==> config.mk <==
export PLATFORM = sky130hd
export DESIGN_NAME = arith_result_packer
export DESIGN_NICKNAME = d
export VERILOG_FILES = /design/src/rtl/arith_result_packer.sv
export SDC_FILE = /design/constraint.sdc
export NUM_CORES = 1
export LEC_CHECK = 0
export BUFFER_PORTS_ARGS = -buffer_cell sky130_fd_sc_hd__buf_2
export CORE_MARGIN = 1.5
export CORE_UTILIZATION = 60
export DETAILED_ROUTE_END_ITERATION = 8
export PLACE_DENSITY = 0.79
export SETUP_SLACK_MARGIN = 0.1
export SLEW_MARGIN = 20
export SYNTH_ARGS = -nofsm -noshare
export SYNTH_HDL_FRONTEND = slang
export SYNTH_SLANG_ARGS = --single-unit
==> constraint.sdc <==
create_clock -name clk -period 6.1 [get_ports clk]
set_clock_uncertainty 0.2 [all_clocks]
set_input_delay 1.525 -clock clk [delete_from_list [all_inputs] [get_ports clk]]
set_output_delay 1.525 -clock clk [all_outputs]
set_load 0.02 [all_outputs]
==> src/rtl/arith_result_packer.sv <==
// rtl/arith_result_packer.sv - buffers arithmetic results and streams each one as a byte frame
module arith_result_packer #(
    parameter int RES_WIDTH  = 32,
    parameter int FIFO_DEPTH = 4
) (
    input  logic                 clk,
    input  logic                 rst,
    input  logic [RES_WIDTH-1:0] Arith_OUT,
    input  logic                 Carry_OUT,
    input  logic                 Arith_Flag,
    output logic [7:0]           Out_Data,
    output logic                 Out_Valid,
    input  logic                 Out_Ready,
    output logic                 Out_Last,
    output logic                 Fifo_Full,
    output logic                 Fifo_Empty,
    output logic                 Overflow_Flag
);

    localparam int EW = RES_WIDTH + 1;
    localparam int NB = RES_WIDTH / 8 + 1;
    localparam int AW = (FIFO_DEPTH > 1) ? $clog2(FIFO_DEPTH) : 1;
    localparam int CW = AW + 1;
    localparam int IW = (NB > 1) ? $clog2(NB) : 1;

    typedef enum logic {IDLE, SEND} state_t;

    logic [EW-1:0]        mem [FIFO_DEPTH];
    logic [AW-1:0]        wr_ptr;
    logic [AW-1:0]        rd_ptr;
    logic [CW-1:0]        count;
    logic                 pop;
    logic                 push_ok;
    logic [EW-1:0]        head;

    state_t               state_q, state_n;
    logic [RES_WIDTH-1:0] shreg_q, shreg_n;
    logic [IW-1:0]        idx_q, idx_n;
    logic [7:0]           data_q, data_n;
    logic                 valid_q, valid_n;
    logic                 last_q, last_n;

    // The FSM only takes a new result while idle, which is also what frees a slot for a full-FIFO push
    assign pop     = (state_q == IDLE) && (count != '0);
    assign push_ok = Arith_Flag && ((count != CW'(FIFO_DEPTH)) || pop);
    assign head    = mem[rd_ptr];

    assign Fifo_Full     = (count == CW'(FIFO_DEPTH));
    assign Fifo_Empty    = (count == '0);
    assign Out_Data      = data_q;
    assign Out_Valid     = valid_q;
    assign Out_Last      = last_q;

    // Result FIFO storage; entries are not reset, only the pointers are
    always_ff @(posedge clk) begin
        if (push_ok) begin
            mem[wr_ptr] <= {Carry_OUT, Arith_OUT};
        end
    end

    // FIFO pointers, occupancy and the sticky drop indicator
    always_ff @(posedge clk) begin
        if (!rst) begin
            wr_ptr        <= '0;
            rd_ptr        <= '0;
            count         <= '0;
            Overflow_Flag <= 1'b0;
        end else begin
            if (push_ok) begin
                wr_ptr <= wr_ptr + AW'(1);
            end
            if (pop) begin
                rd_ptr <= rd_ptr + AW'(1);
            end
            case ({push_ok, pop})
                2'b10:   count <= count + CW'(1);
                2'b01:   count <= count - CW'(1);
                default: count <= count;
            endcase
            if (Arith_Flag && !push_ok) begin
                Overflow_Flag <= 1'b1;
            end
        end
    end

    // Frame state and registered stream outputs
    always_ff @(posedge clk) begin
        if (!rst) begin
            state_q <= IDLE;
            shreg_q <= '0;
            idx_q   <= '0;
            data_q  <= '0;
            valid_q <= 1'b0;
            last_q  <= 1'b0;
        end else begin
            state_q <= state_n;
            shreg_q <= shreg_n;
            idx_q   <= idx_n;
            data_q  <= data_n;
            valid_q <= valid_n;
            last_q  <= last_n;
        end
    end

    // Next frame state: load header on pop, shift out result bytes MSB first on each handshake
    always_comb begin
        state_n = state_q;
        shreg_n = shreg_q;
        idx_n   = idx_q;
        data_n  = data_q;
        valid_n = valid_q;
        last_n  = last_q;
        case (state_q)
            IDLE: begin
                valid_n = 1'b0;
                data_n  = '0;
                last_n  = 1'b0;
                if (pop) begin
                    state_n = SEND;
                    shreg_n = head[RES_WIDTH-1:0];
                    idx_n   = '0;
                    data_n  = {4'hA, 3'b000, head[RES_WIDTH]};
                    valid_n = 1'b1;
                    last_n  = 1'b0;
                end
            end
            SEND: begin
                if (Out_Ready) begin
                    if (idx_q == IW'(NB - 1)) begin
                        // Returning to IDLE forces the mandatory one-cycle gap between frames
                        state_n = IDLE;
                        valid_n = 1'b0;
                        data_n  = '0;
                        last_n  = 1'b0;
                    end else begin
                        idx_n   = idx_q + IW'(1);
                        data_n  = shreg_q[RES_WIDTH-1 -: 8];
                        shreg_n = shreg_q << 8;
                        last_n  = (idx_q == IW'(NB - 2));
                    end
                end
            end
            default: begin
                state_n = IDLE;
                valid_n = 1'b0;
                data_n  = '0;
                last_n  = 1'b0;
            end
        endcase
    end

endmodule
==> metrics.md <==
| Metric | Value |
|---|---|
| Status | `finished clean` |
| Reg2Reg Depth | `5` |
| Hold_buf cts | `0` |
| Yosys cell types | `44` |
| # IOs | `50` |
| Ant. Diodes | `0` |
| Clock power share | `28.7%` |
| Total gr overflow | `0` |
| Synthesized cell area | `7350 µm²` |
| Starting DRT DRC Count | `272` |
| Switching share of total power | `29.2%` |
| Layout fillers | `801` |
| Worst hold stages | `2` |
| Area of the multi-input gates | `2040 µm²` |
| Int Power | `2.44 mW` |
| YS warnings | `0` |
| Core Area | `12000 µm²` |
| Largest net degree at the start of global routing | `58` |
| Initial cell density of the core | `61.4%` |
| Cells after Synth | `466` |
| Final setup TNS | `0 ps` |
| Async S/R FF share, synth | `0%` |
| Max-cap violations | `0` |
| Register bit total from synthesis | `188` |
| Register area | `5090 µm²` |
| Row cnt | `40` |
| WP data arrival | `1390 ps` |
| Root Driver | `clkbuf_16` |
| Final WL | `12.9 mm` |
| Crit path launch type | `flop` |
| Final #Nets | `553` |
| Clock slew seen by the registers of the worst setup and hold paths | `60 ps` |
| Fin. max-slew vios | `0` |
| Sw power | `1.01 mW` |
| Total GRT Usage | `22.0%` |
| Initial DRT Pass Iterations | `6` |
| Hold Crit Start | `shreg_q[11]$_SDFFE_PN0P_` |
| Die Span X | `114 µm` |
| Sequential area share after synthesis | `69.2%` |
| Placed Cells | `636` |
| Highest clock rate | `321 MHz` |
| Tcrit/Tclk final | `51.1%` |
| WL/cell | `19.3 µm` |
| Worst-path fanout max | `5` |
| Post-Syn Nets | `511` |
| Area Overhead vs Synth | `11.3%` |
| CTS sink cnt | `188` |
| Ys flop type | `edfxtp_1` |
| Initial antenna violation count | `0` |
| Skew-Pair Late Insertion Delay | `420 ps` |
| RSZ-0062 raised after global routing | `no` |
| Crit path cell chain | `inv_1, nor3_1, buf_2` |
| Worst VDD drop | `0.242 mV` |
| CTS max path bufs | `2` |
| HP Class | `flop to flop` |
| Beginning of the critical path | `count[2]$_SDFFE_PN0P_` |
| Drt drc | `0` |
| Setup Fix Bufs, Post-CTS | `0` |
| LEAKAGE | `2.81 nW` |
| CP max-delay cell | `dfxtp_1` |
| Vias | `3918` |
| CP max stage delay | `420 ps` |
| Die ar. | `12900 µm²` |
| Final Hold Vio Count | `0` |
| Vias in the first global route | `3989` |
| I/O Buffers | `49` |
| Relative slew slack | `37.8%` |
| Slew @ Worst Pin | `932 ps` |
| Synth Area per Inst | `15.8 µm²` |
| Gpl congestion | `0.796` |
| Data required, critical path | `4380 ps` |
| Hpwl dp | `7.78 mm` |
| RR Startpoint | `state_q$_SDFF_PN0_` |
| Fin cells | `667` |
| Part of the power in registers | `49.0%` |
| Comb power frac | `22.3%` |
| Pwr dens | `422 nW/µm²` |
| Count of flip-flops with a built-in enable after synthesis | `132` |
| Kind of critical path | `flop to output pin` |
| Tmin final | `3120 ps` |
| Final ANT Viol Nets | `0` |
| H-Tree Depth | `4` |
| # resized after CTS | `0` |
| Crit. End Element | `output pin` |
| Chip Height | `114 µm` |
| Endpoints failing setup | `0` |
| First-pass GRT wire length | `20.8 mm` |
| DR vias/cell | `5.87` |
| Layout cells sized above 1 | `21.7%` |
| CTS Buf Count | `17` |
| CTS tree | `yes` |
==> synth_stat cells, drive strengths merged, types with 10 or more instances <==
master | number | share of area, %
edfxtp | 132 | 54
dfxtp | 56 | 15
nand2 | 40 | 2.0
mux4 | 33 | 11
a31oi | 25 | 2.1
o21ai | 25 | 1.7
nand2b | 24 | 2.0
clkbuf | 18 | 0.92
buf | 15 | 1.6
nor2b | 13 | 1.1
a21boi | 12 | 1.2
and2 | 11 | 0.94
nand3 | 10 | 0.68
==> sequential cells by signal, summed over array words and instances (netlist names), named ones only <==
| signal | cells |
|---|---|
| Out_Data | 8 |
| Out_Last | 1 |
| Out_Valid | 1 |
| Overflow_Flag | 1 |
| count | 3 |
| idx_q | 3 |
| mem | 132 |
| rd_ptr | 2 |
| shreg_q | 32 |
| state_q | 1 |
| wr_ptr | 2 |
==> cells by family (layout without fill, tap and decap cells) <==
kind of cell | count (synthesis) | in the layout | synth area share, %
AOI/OAI and AO/OA | 76 | 76 | 6.56
xor gates and xnor gates | 3 | 3 | 0.358
adders and majority gates | 8 | 8 | 1.46
buffers and inverters | 42 | 96 | 2.96
DFF | 188 | 188 | 69.2
muxes | 39 | 39 | 11.4
and+or+nand+nor | 110 | 110 | 8.02
==> per-layer routing <==
metal  wire length (µm)  vias to the layer above  global-route usage (%)
met4                195                        0                    7.33
li1                   -                     1861                       -
met3                460                       14                    5.21
met5                  0                        -                       0
met2               6690                       86                    37.1
met1               5550                     1957                    28.4
==> final timing paths <==
| check | endpoint | slack [ps] |
|---|---|---|
| min | shreg_q[19]$_SDFFE_PN0P_ | 270 |
| max | Fifo_Full | 2980 |
| max reg2reg | mem[3][14]$_DFFE_PP_ | 3170 |
| min reg2reg | shreg_q[19]$_SDFFE_PN0P_ | 270 |
==> area by class of cell <==
cell class,instances,area share [%]
Multi-Input combinational cell,236,25.0
Timing Repair Buffer,56,3.64
Inverter,9,0.413
Tap cell,147,2.25
Clock inverter,12,1.19
Clock buffer,19,5.29
Sequential cell,188,62.2
==> cell usage in the layout (no fill, tap or decap), types with 10 or more instances in the layout <==
master	netlist	layout
clkbuf_16	0	17
and2_1	11	11
mux4_2	24	24
o21ai_0	24	24
nand2b_1	24	24
a31oi_1	25	25
dfxtp_1	56	55
buf_2	8	49
nand3_1	10	10
nor2b_1	13	13
nand2_1	40	40
edfxtp_1	132	132
==> metrics by stage <==
stage	worst slack (ps)	utilization, %	power (mW)	hold slack (ps)	instance area [µm²]
2_1_floorplan	2630	-	2.31	247	7350
3_3_place_gp	2770	63.9	2.46	259	7640
3_5_place_dp	2710	63.9	2.48	264	7650
4_1_cts	2960	68.4	3.48	272	8180
5_1_grt	2880	68.4	3.63	298	8180
6_report	2980	68.4	3.45	270	8180
==> critical path: cells and delay by family (launching register included) <==
family / cells / cell delay (ps)
DFF: 1 / 420
and+or+nand+nor: 1 / 240
buffers and inverters: 2 / 310
==> power by group through the flow <==
| stage | sequential, mW | clock [mW] | combinational (mW) |
|---|---|---|---|
| after CTS | 1.69 | 1.01 | 0.779 |
| after global routing | 1.71 | 1.06 | 0.853 |
| after global placement | 1.71 | 0 | 0.748 |
| final | 1.69 | 0.989 | 0.770 |
| after floorplan | 1.64 | 0 | 0.668 |
| after detailed placement | 1.72 | 0 | 0.767 |
(Power assumes the default switching activity.)
